File: src/rtl/ltc2656_update_scheduler_if.sv
// Request-side and DAC-pin bundle for the LTC2656 update scheduler.
// pwrdn_req exists only when LTC2656_PWRDN_EN is defined.
interface ltc2656_update_scheduler_if;
   logic [7:0]   upd_valid;
   logic [127:0] upd_value;
`ifdef LTC2656_PWRDN_EN
   logic         pwrdn_req;
`endif
   logic         sck;
   logic         sdi;
   logic         csld;
   logic         ldac;
   logic         busy;
   logic [7:0]   pending;

   modport master (
      input  upd_valid,
      input  upd_value,
`ifdef LTC2656_PWRDN_EN
      input  pwrdn_req,
`endif
      output sck,
      output sdi,
      output csld,
      output ldac,
      output busy,
      output pending
   );

   modport slave (
      output upd_valid,
      output upd_value,
`ifdef LTC2656_PWRDN_EN
      output pwrdn_req,
`endif
      input  sck,
      input  sdi,
      input  csld,
      input  ldac,
      input  busy,
      input  pending
   );
endinterface

File: src/rtl/ltc2656_update_scheduler.sv
// Round-robin LTC2656 update scheduler: shadow codes, SPI frames, one LDAC per batch.
// Optional power-down command frame enabled by defining LTC2656_PWRDN_EN.
module ltc2656_update_scheduler #(
   parameter int CLK_DIV          = 4,
   parameter int CSLD_HIGH_CYCLES = 4,
   parameter int LDAC_CYCLES      = 4
) (
   input  logic                              clk,
   input  logic                              resetn,
   ltc2656_update_scheduler_if.master        bus
);
   typedef enum logic [2:0] {S_IDLE, S_LOAD, S_SHIFT, S_CS_HIGH, S_LDAC} state_t;

   localparam logic [15:0] PER_LAST  = 16'(2 * CLK_DIV - 1);
   localparam logic [15:0] SCK_HI    = 16'(CLK_DIV);
   localparam logic [15:0] CSH_LAST  = 16'(CSLD_HIGH_CYCLES - 1);
   localparam logic [15:0] LDAC_LAST = 16'(LDAC_CYCLES - 1);

   state_t      state, state_nx;
   logic [15:0] cnt;
   logic [4:0]  bit_cnt;
   logic [23:0] shift;
   logic [7:0]  pending;
   logic [15:0] shadow [8];
   logic [2:0]  rr;
   logic [2:0]  sel, idx;
   logic        sel_found;
   logic        take_ch;
   logic [7:0]  clr;
   logic        pd_pending;
   logic        frame_pd;
   logic        any_req;
   logic        period_end;

   assign period_end = (state == S_SHIFT) && (cnt == PER_LAST);
   assign any_req    = (|pending) || pd_pending;
   assign take_ch    = (state == S_LOAD) && !pd_pending;
   assign clr        = take_ch ? (8'b1 << sel) : 8'b0;

   // First pending channel at or after the round-robin pointer
   always_comb begin
      sel       = rr;
      sel_found = 1'b0;
      idx       = rr;
      for (int k = 0; k < 8; k++) begin
         idx = rr + 3'(k);
         if (!sel_found && pending[idx]) begin
            sel       = idx;
            sel_found = 1'b1;
         end
      end
   end

   always_ff @(posedge clk or negedge resetn) begin
      if (!resetn) state <= S_IDLE;
      else         state <= state_nx;
   end

   always_comb begin
      state_nx = state;
      unique case (state)
         S_IDLE:    if (any_req) state_nx = S_LOAD;
         S_LOAD:    state_nx = S_SHIFT;
         S_SHIFT:   if (period_end && bit_cnt == 5'd23) state_nx = S_CS_HIGH;
         S_CS_HIGH: if (cnt == CSH_LAST) begin
                       if (any_req)       state_nx = S_LOAD;
                       else if (frame_pd) state_nx = S_IDLE;
                       else               state_nx = S_LDAC;
                    end
         S_LDAC:    if (cnt == LDAC_LAST) state_nx = S_IDLE;
         default:   state_nx = S_IDLE;
      endcase
   end

   always_comb begin
      bus.csld    = 1'b1;
      bus.sck     = 1'b0;
      bus.sdi     = 1'b0;
      bus.ldac    = 1'b1;
      bus.busy    = (state != S_IDLE);
      bus.pending = pending;
      if (state == S_SHIFT) begin
         bus.csld = 1'b0;
         bus.sck  = (cnt >= SCK_HI);
         bus.sdi  = shift[23];
      end
      if (state == S_LDAC) bus.ldac = 1'b0;
   end

   always_ff @(posedge clk or negedge resetn) begin
      if (!resetn) begin
         cnt     <= '0;
         bit_cnt <= '0;
      end else begin
         if (state_nx != state || state == S_IDLE || period_end) cnt <= '0;
         else                                                    cnt <= cnt + 16'd1;
         if (state == S_LOAD)  bit_cnt <= '0;
         else if (period_end)  bit_cnt <= bit_cnt + 5'd1;
      end
   end

   // Shift register is pure data; it is only observed while in SHIFT
   always_ff @(posedge clk) begin
      if (state == S_LOAD) begin
         if (pd_pending) shift <= 24'h5F0000;
         else            shift <= {5'b00000, sel, shadow[sel]};
      end else if (period_end) begin
         shift <= {shift[22:0], 1'b0};
      end
   end

   always_ff @(posedge clk or negedge resetn) begin
      if (!resetn) begin
         pending <= '0;
         rr      <= '0;
         for (int i = 0; i < 8; i++) shadow[i] <= '0;
      end else begin
         for (int i = 0; i < 8; i++)
            if (bus.upd_valid[i]) shadow[i] <= bus.upd_value[16*i +: 16];
         pending <= (pending & ~clr) | bus.upd_valid;
         if (take_ch) rr <= sel + 3'd1;
      end
   end

`ifdef LTC2656_PWRDN_EN
   // Power-down wins the LOAD slot; a batch ending in it must not pulse LDAC
   always_ff @(posedge clk or negedge resetn) begin
      if (!resetn) begin
         pd_pending <= 1'b0;
         frame_pd   <= 1'b0;
      end else begin
         pd_pending <= bus.pwrdn_req || (pd_pending && state != S_LOAD);
         if (state == S_LOAD) frame_pd <= pd_pending;
      end
   end
`else
   assign pd_pending = 1'b0;
   assign frame_pd   = 1'b0;
`endif
endmodule

File: src/flat_wrapper.sv
// flat-port wrapper written by rule: the top's interface ports become plain ports
module ltc2656_update_scheduler_flat 
#(
   parameter int CLK_DIV          = 4,
   parameter int CSLD_HIGH_CYCLES = 4,
   parameter int LDAC_CYCLES      = 4
)
  (clk, resetn, bus_upd_valid, bus_upd_value, bus_sck, bus_sdi, bus_csld, bus_ldac, bus_busy, bus_pending);
  ltc2656_update_scheduler_if bus_i ();
  input  logic clk;
  input  logic resetn;
  input wire logic [$bits(bus_i.upd_valid)-1:0] bus_upd_valid;
  input wire logic [$bits(bus_i.upd_value)-1:0] bus_upd_value;
  output wire logic [$bits(bus_i.sck)-1:0] bus_sck;
  output wire logic [$bits(bus_i.sdi)-1:0] bus_sdi;
  output wire logic [$bits(bus_i.csld)-1:0] bus_csld;
  output wire logic [$bits(bus_i.ldac)-1:0] bus_ldac;
  output wire logic [$bits(bus_i.busy)-1:0] bus_busy;
  output wire logic [$bits(bus_i.pending)-1:0] bus_pending;
  assign bus_i.upd_valid = bus_upd_valid;
  assign bus_i.upd_value = bus_upd_value;
  assign bus_sck = bus_i.sck;
  assign bus_sdi = bus_i.sdi;
  assign bus_csld = bus_i.csld;
  assign bus_ldac = bus_i.ldac;
  assign bus_busy = bus_i.busy;
  assign bus_pending = bus_i.pending;
  ltc2656_update_scheduler #(.CLK_DIV(CLK_DIV), .CSLD_HIGH_CYCLES(CSLD_HIGH_CYCLES), .LDAC_CYCLES(LDAC_CYCLES)) u_core (.clk(clk), .resetn(resetn), .bus(bus_i));
endmodule
File: config.mk
export PLATFORM = sky130hd
export DESIGN_NAME = ltc2656_update_scheduler_flat
export DESIGN_NICKNAME = d
export VERILOG_FILES = /design/src/rtl/ltc2656_update_scheduler_if.sv /design/src/rtl/ltc2656_update_scheduler.sv /design/src/flat_wrapper.sv
export SDC_FILE = /design/constraint.sdc
export NUM_CORES = 1
export LEC_CHECK = 0
export BUFFER_PORTS_ARGS = -buffer_cell sky130_fd_sc_hd__buf_2
export CAP_MARGIN = 20
export CORE_UTILIZATION = 63
export CTS_BUF_LIST = sky130_fd_sc_hd__clkbuf_8
export CTS_CLUSTER_DIAMETER = 100
export DETAILED_ROUTE_END_ITERATION = 8
export PLACE_DENSITY = 0.92
export SYNTH_ARGS = -nofsm -noshare
export SYNTH_HDL_FRONTEND = slang
export SYNTH_SLANG_ARGS = --single-unit
File: constraint.sdc
create_clock -name clk -period 6.54 [get_ports clk]
set_input_delay 1.308 -clock clk [delete_from_list [all_inputs] [get_ports clk]]
set_output_delay 1.308 -clock clk [all_outputs]
set_load 0.005 [all_outputs]
==> impl_metrics.tcl <==
set metrics [dict create \
    num_io_pins 151 \
    first_global_vias 7238 \
    power.ir.vdd_worst_mv 0.193 \
    cts-root-to-sink-buffers 2 \
    final_period_minus_worst_setup_slack_ns 5.15 \
    core_sq_um 14600 \
    grt_usage 0.326 \
    portBuffers 150 \
    timing.setup.tns_ns 0 \
    cp_slowest_cell "sky130_fd_sc_hd__dfrtp_1" \
    final_setup_violation_count 0 \
    cell_repeated_most_along_the_worst_path "sky130_fd_sc_hd__mux2i_1" \
    synthArstFlopShare 0.872 \
    std_cell_rows 44 \
    power.static_leakage_nw 4.71 \
    post_cts_resized 0 \
    routed_wl_um 24300 \
    ys_seq_elements 187 \
    hp-start "u_core.shift[18]$_DFFE_PP_" \
    timing.max_cap.violations 0 \
    dieHeight_um 124 \
    ant_nets 0 \
    run_status "finished clean" \
    crit_type "flip-flop to flip-flop" \
    worst_ep_required_time_ns 6.79 \
    synth.avg_cell_area_sq_um 11.2 \
    critical_path.max_fanout 53 \
    placement.cell_area_sq_um 10200 \
    crit_path_cell_trace "inv_1 > ha_1 > xor2_2 > mux4_2 > nand2b_1 > a2111oi_2 > or3_1 > buf_4 > and2_4 > inv_6 > mux2i_1 > mux2i_1 > a221o_1" \
    reg2reg_slack_ns 1.39 \
    fin_skew_ns 0.0107 \
    rr_worst_depth 13 \
    synthesis.instances 843 \
    syn-cell-area_sq_um 9430 \
    nets 1107 \
    finalHoldViolCount 0 \
    synth_seq_area_share 0.503 \
    synth.net_count 992 \
    largest_net_degree_at_the_start_of_global_routing 103 \
    avgViaCountPerCell 6.39 \
    drt_drc_violations_left 0 \
    worst_setup_hold_path_clk_slew_ns 0.10 \
    synth_top_area_cell "sky130_fd_sc_hd__dfrtp_1" \
    rsz_0062_raised_after_global_routing "no" \
    initial_utilization 0.647 \
    count_of_flip_flops_with_a_built_in_enable_after_synthesis 19 \
    area_added_between_synthesis_and_finish_pct 12.0 \
    timing.critical_path.max_delay_family "simple AND/OR/NAND/NOR gates" \
    starting_drc_count_in_detailed_routing 758 \
    crit_path_cell_count 13 \
    cts_tree "yes" \
    clock_sink_count 187 \
    dp.final_hpwl_um 17300 \
    yosys_warnings 0 \
    worst_r2r_startpoint "u_core.rr[0]$_DFFE_PN0P_" \
    via_count 7384 \
    synth.distinct_cells 59 \
    grt_pass1_wl_um 38600 \
    cts_made_buffers 17 \
    max_stage_delay_ns 0.84 \
    htreeDepth 4 \
    worstSetupStartpoint "u_core.rr[0]$_DFFE_PN0P_" \
    worst_hold_path_type "flip-flop to flip-flop" \
    max_freq_ghz 0.194 \
    antenna_cells 0 \
    fin_area_sq_um 10600 \
    die_width_um 124 \
    post_route_cells_drive_above_1_share 0.329 \
    clock_tree.root_cell "sky130_fd_sc_hd__clkbuf_8" \
    grt-ovfl-total 0 \
    powerDensity_nw_per_um2 214 \
    start_kind "flip-flop" \
    worst-slew-pin-transition_ns 1.25 \
    postSynth.topFlopCell "sky130_fd_sc_hd__dfrtp_1" \
    hold_buffers_post_cts 0 \
    routed_wire_length_per_instance_um 21.0 \
    worstPathArrival_ns 5.39 \
    relSlewSlack 0.166 \
    number_of_iterations_in_the_first_detailed_routing_pass 7 \
    postCtsSetupRepairBufs 0 \
    setup.worst_path.end_class "flip-flop" \
    die-area_sq_um 15500 \
    worst_hold_path.num_cells 2 \
    routabilityCongestion 0.899 \
    antenna_found_initial 0 \
    final_min_period_over_clock_period 0.787 \
    critPathBufInv 3 \
    synth_area_leaders "sky130_fd_sc_hd__dfrtp_1 43%, sky130_fd_sc_hd__mux2_2 13%, sky130_fd_sc_hd__edfxtp_1 6.0%" \
    netlist.area_leader.share 0.432 \
    final-max-slew-violation-count 0 \
    clk_latency_ns 0.49 \
]
==> layout make-up <==
| class | instances | area [sq um] |
|---|---|---|
| Sequential cell | 187 | 4750 |
| Multi-Input combinational cell | 563 | 4270 |
| Fill cell | 986 | 4020 |
| Timing Repair Buffer | 156 | 802 |
| Clock buffer | 18 | 248 |
| Tap cell | 184 | 230 |
| Clock inverter | 14 | 135 |
| Inverter | 33 | 129 |
==> cell usage in the layout (no fill, tap or decap), types with 8 or more instances in the layout <==
cell                       netlist  routed
sky130_fd_sc_hd__mux4_2         11      11
sky130_fd_sc_hd__nand2_1       110     110
sky130_fd_sc_hd__mux2_2        111     111
sky130_fd_sc_hd__mux2i_1        38      38
sky130_fd_sc_hd__edfxtp_1       19      19
sky130_fd_sc_hd__a21oi_1        32      32
sky130_fd_sc_hd__o21ai_0        35      35
sky130_fd_sc_hd__a211o_1        12      12
sky130_fd_sc_hd__clkbuf_8        0      18
sky130_fd_sc_hd__inv_1          31      32
sky130_fd_sc_hd__dfrtp_1       163     163
sky130_fd_sc_hd__nand3_1        19      19
sky130_fd_sc_hd__a311oi_1       25      25
sky130_fd_sc_hd__buf_2           8     149
sky130_fd_sc_hd__nor2_1         45      45
sky130_fd_sc_hd__ha_1           11      11
sky130_fd_sc_hd__and3_1          8       8
sky130_fd_sc_hd__xor2_1         12      12
sky130_fd_sc_hd__a211oi_1       24      24
==> cell families after synthesis <==
family | count (synthesis) | synth area share
AND/OR/NAND/NOR | 214 | 0.100
XOR/XNOR | 21 | 0.0211
buffers and inverters | 93 | 0.0455
flip-flops | 187 | 0.503
multiplexers | 160 | 0.199
adder cells (fa/ha/maj) | 11 | 0.0146
AO/OA/AOI/OAI | 157 | 0.116
==> through the flow <==
step / total power (W) / std cells / setup WS [ns] / hold slack [ns] / utilization
after floorplan: 0.00141 / 843 / 2.67 / 0.452 / -
after global placement: 0.00152 / 1122 / 1.69 / 0.465 / 0.698
after detailed placement: 0.00153 / 1122 / 1.52 / 0.474 / 0.698
after CTS: 0.00227 / 1154 / 1.49 / 0.484 / 0.724
after global routing: 0.00234 / 1155 / 1.10 / 0.489 / 0.724
final: 0.00227 / 1155 / 1.39 / 0.490 / 0.724
==> state kept, by name, summed over array words and instances (netlist names) <==
signal	flops
u_core.state	3
u_core.cnt	16
u_core.shift	24
u_core.shadow	128
u_core.rr	3
u_core.bus.pending	8
u_core.bit_cnt	5
==> cells in the mapped netlist (3+ instances only) <==
master,instances
sky130_fd_sc_hd__a211o_1,12
sky130_fd_sc_hd__a211oi_1,24
sky130_fd_sc_hd__a21o_1,6
sky130_fd_sc_hd__a21oi_1,32
sky130_fd_sc_hd__a221o_1,3
sky130_fd_sc_hd__a311oi_1,25
sky130_fd_sc_hd__and2_1,3
sky130_fd_sc_hd__and3_1,8
sky130_fd_sc_hd__buf_1,3
sky130_fd_sc_hd__buf_2,8
sky130_fd_sc_hd__buf_4,3
sky130_fd_sc_hd__buf_6,5
sky130_fd_sc_hd__clkbuf_1,40
sky130_fd_sc_hd__dfrtp_1,163
sky130_fd_sc_hd__dfxtp_1,5
sky130_fd_sc_hd__edfxtp_1,19
sky130_fd_sc_hd__ha_1,11
sky130_fd_sc_hd__inv_1,31
sky130_fd_sc_hd__mux2_2,111
sky130_fd_sc_hd__mux2i_1,38
sky130_fd_sc_hd__mux4_2,11
sky130_fd_sc_hd__nand2_1,110
sky130_fd_sc_hd__nand2b_1,6
sky130_fd_sc_hd__nand3_1,19
sky130_fd_sc_hd__nand4_1,4
sky130_fd_sc_hd__nor2_1,45
sky130_fd_sc_hd__nor2b_1,3
sky130_fd_sc_hd__nor3_1,3
sky130_fd_sc_hd__o21ai_0,35
sky130_fd_sc_hd__or4_1,3
sky130_fd_sc_hd__xnor2_1,7
sky130_fd_sc_hd__xor2_1,12
==> layer usage <==
layer  GRT usage  up-vias  share of wire
met5           0        -              0
met2       0.516      435           0.48
li1            -     3254              -
met3      0.0644       99          0.073
met1       0.419     3596           0.39
met4       0.188        0          0.059
==> final timing paths <==
path,end
max,u_core.shift[3]$_DFFE_PP_
min,u_core.shift[19]$_SDFFE_PP0P_
max reg2reg,u_core.shift[3]$_DFFE_PP_
min reg2reg,u_core.shift[19]$_SDFFE_PP0P_
max in group asynchronous,u_core.bus.pending[6]$_DFF_PN0_
min in group asynchronous,u_core.state[1]$_DFF_PN0_
==> power breakdown <==
part	switching, W	total [W]	internal [W]
Combinational	0.000103	0.000209	0.000106
Clock	0.000463	0.000752	0.000289
Sequential	0.0000582	0.00131	0.00125
==> worst min-delay path, delay by kind of cell, from the launching register on <==
family / cells / cell delay [ns]
simple gates: 1 / 0.07
mux: 1 / 0.06
flops: 1 / 0.33
No activity file was read; power rests on OpenSTA's default activity.
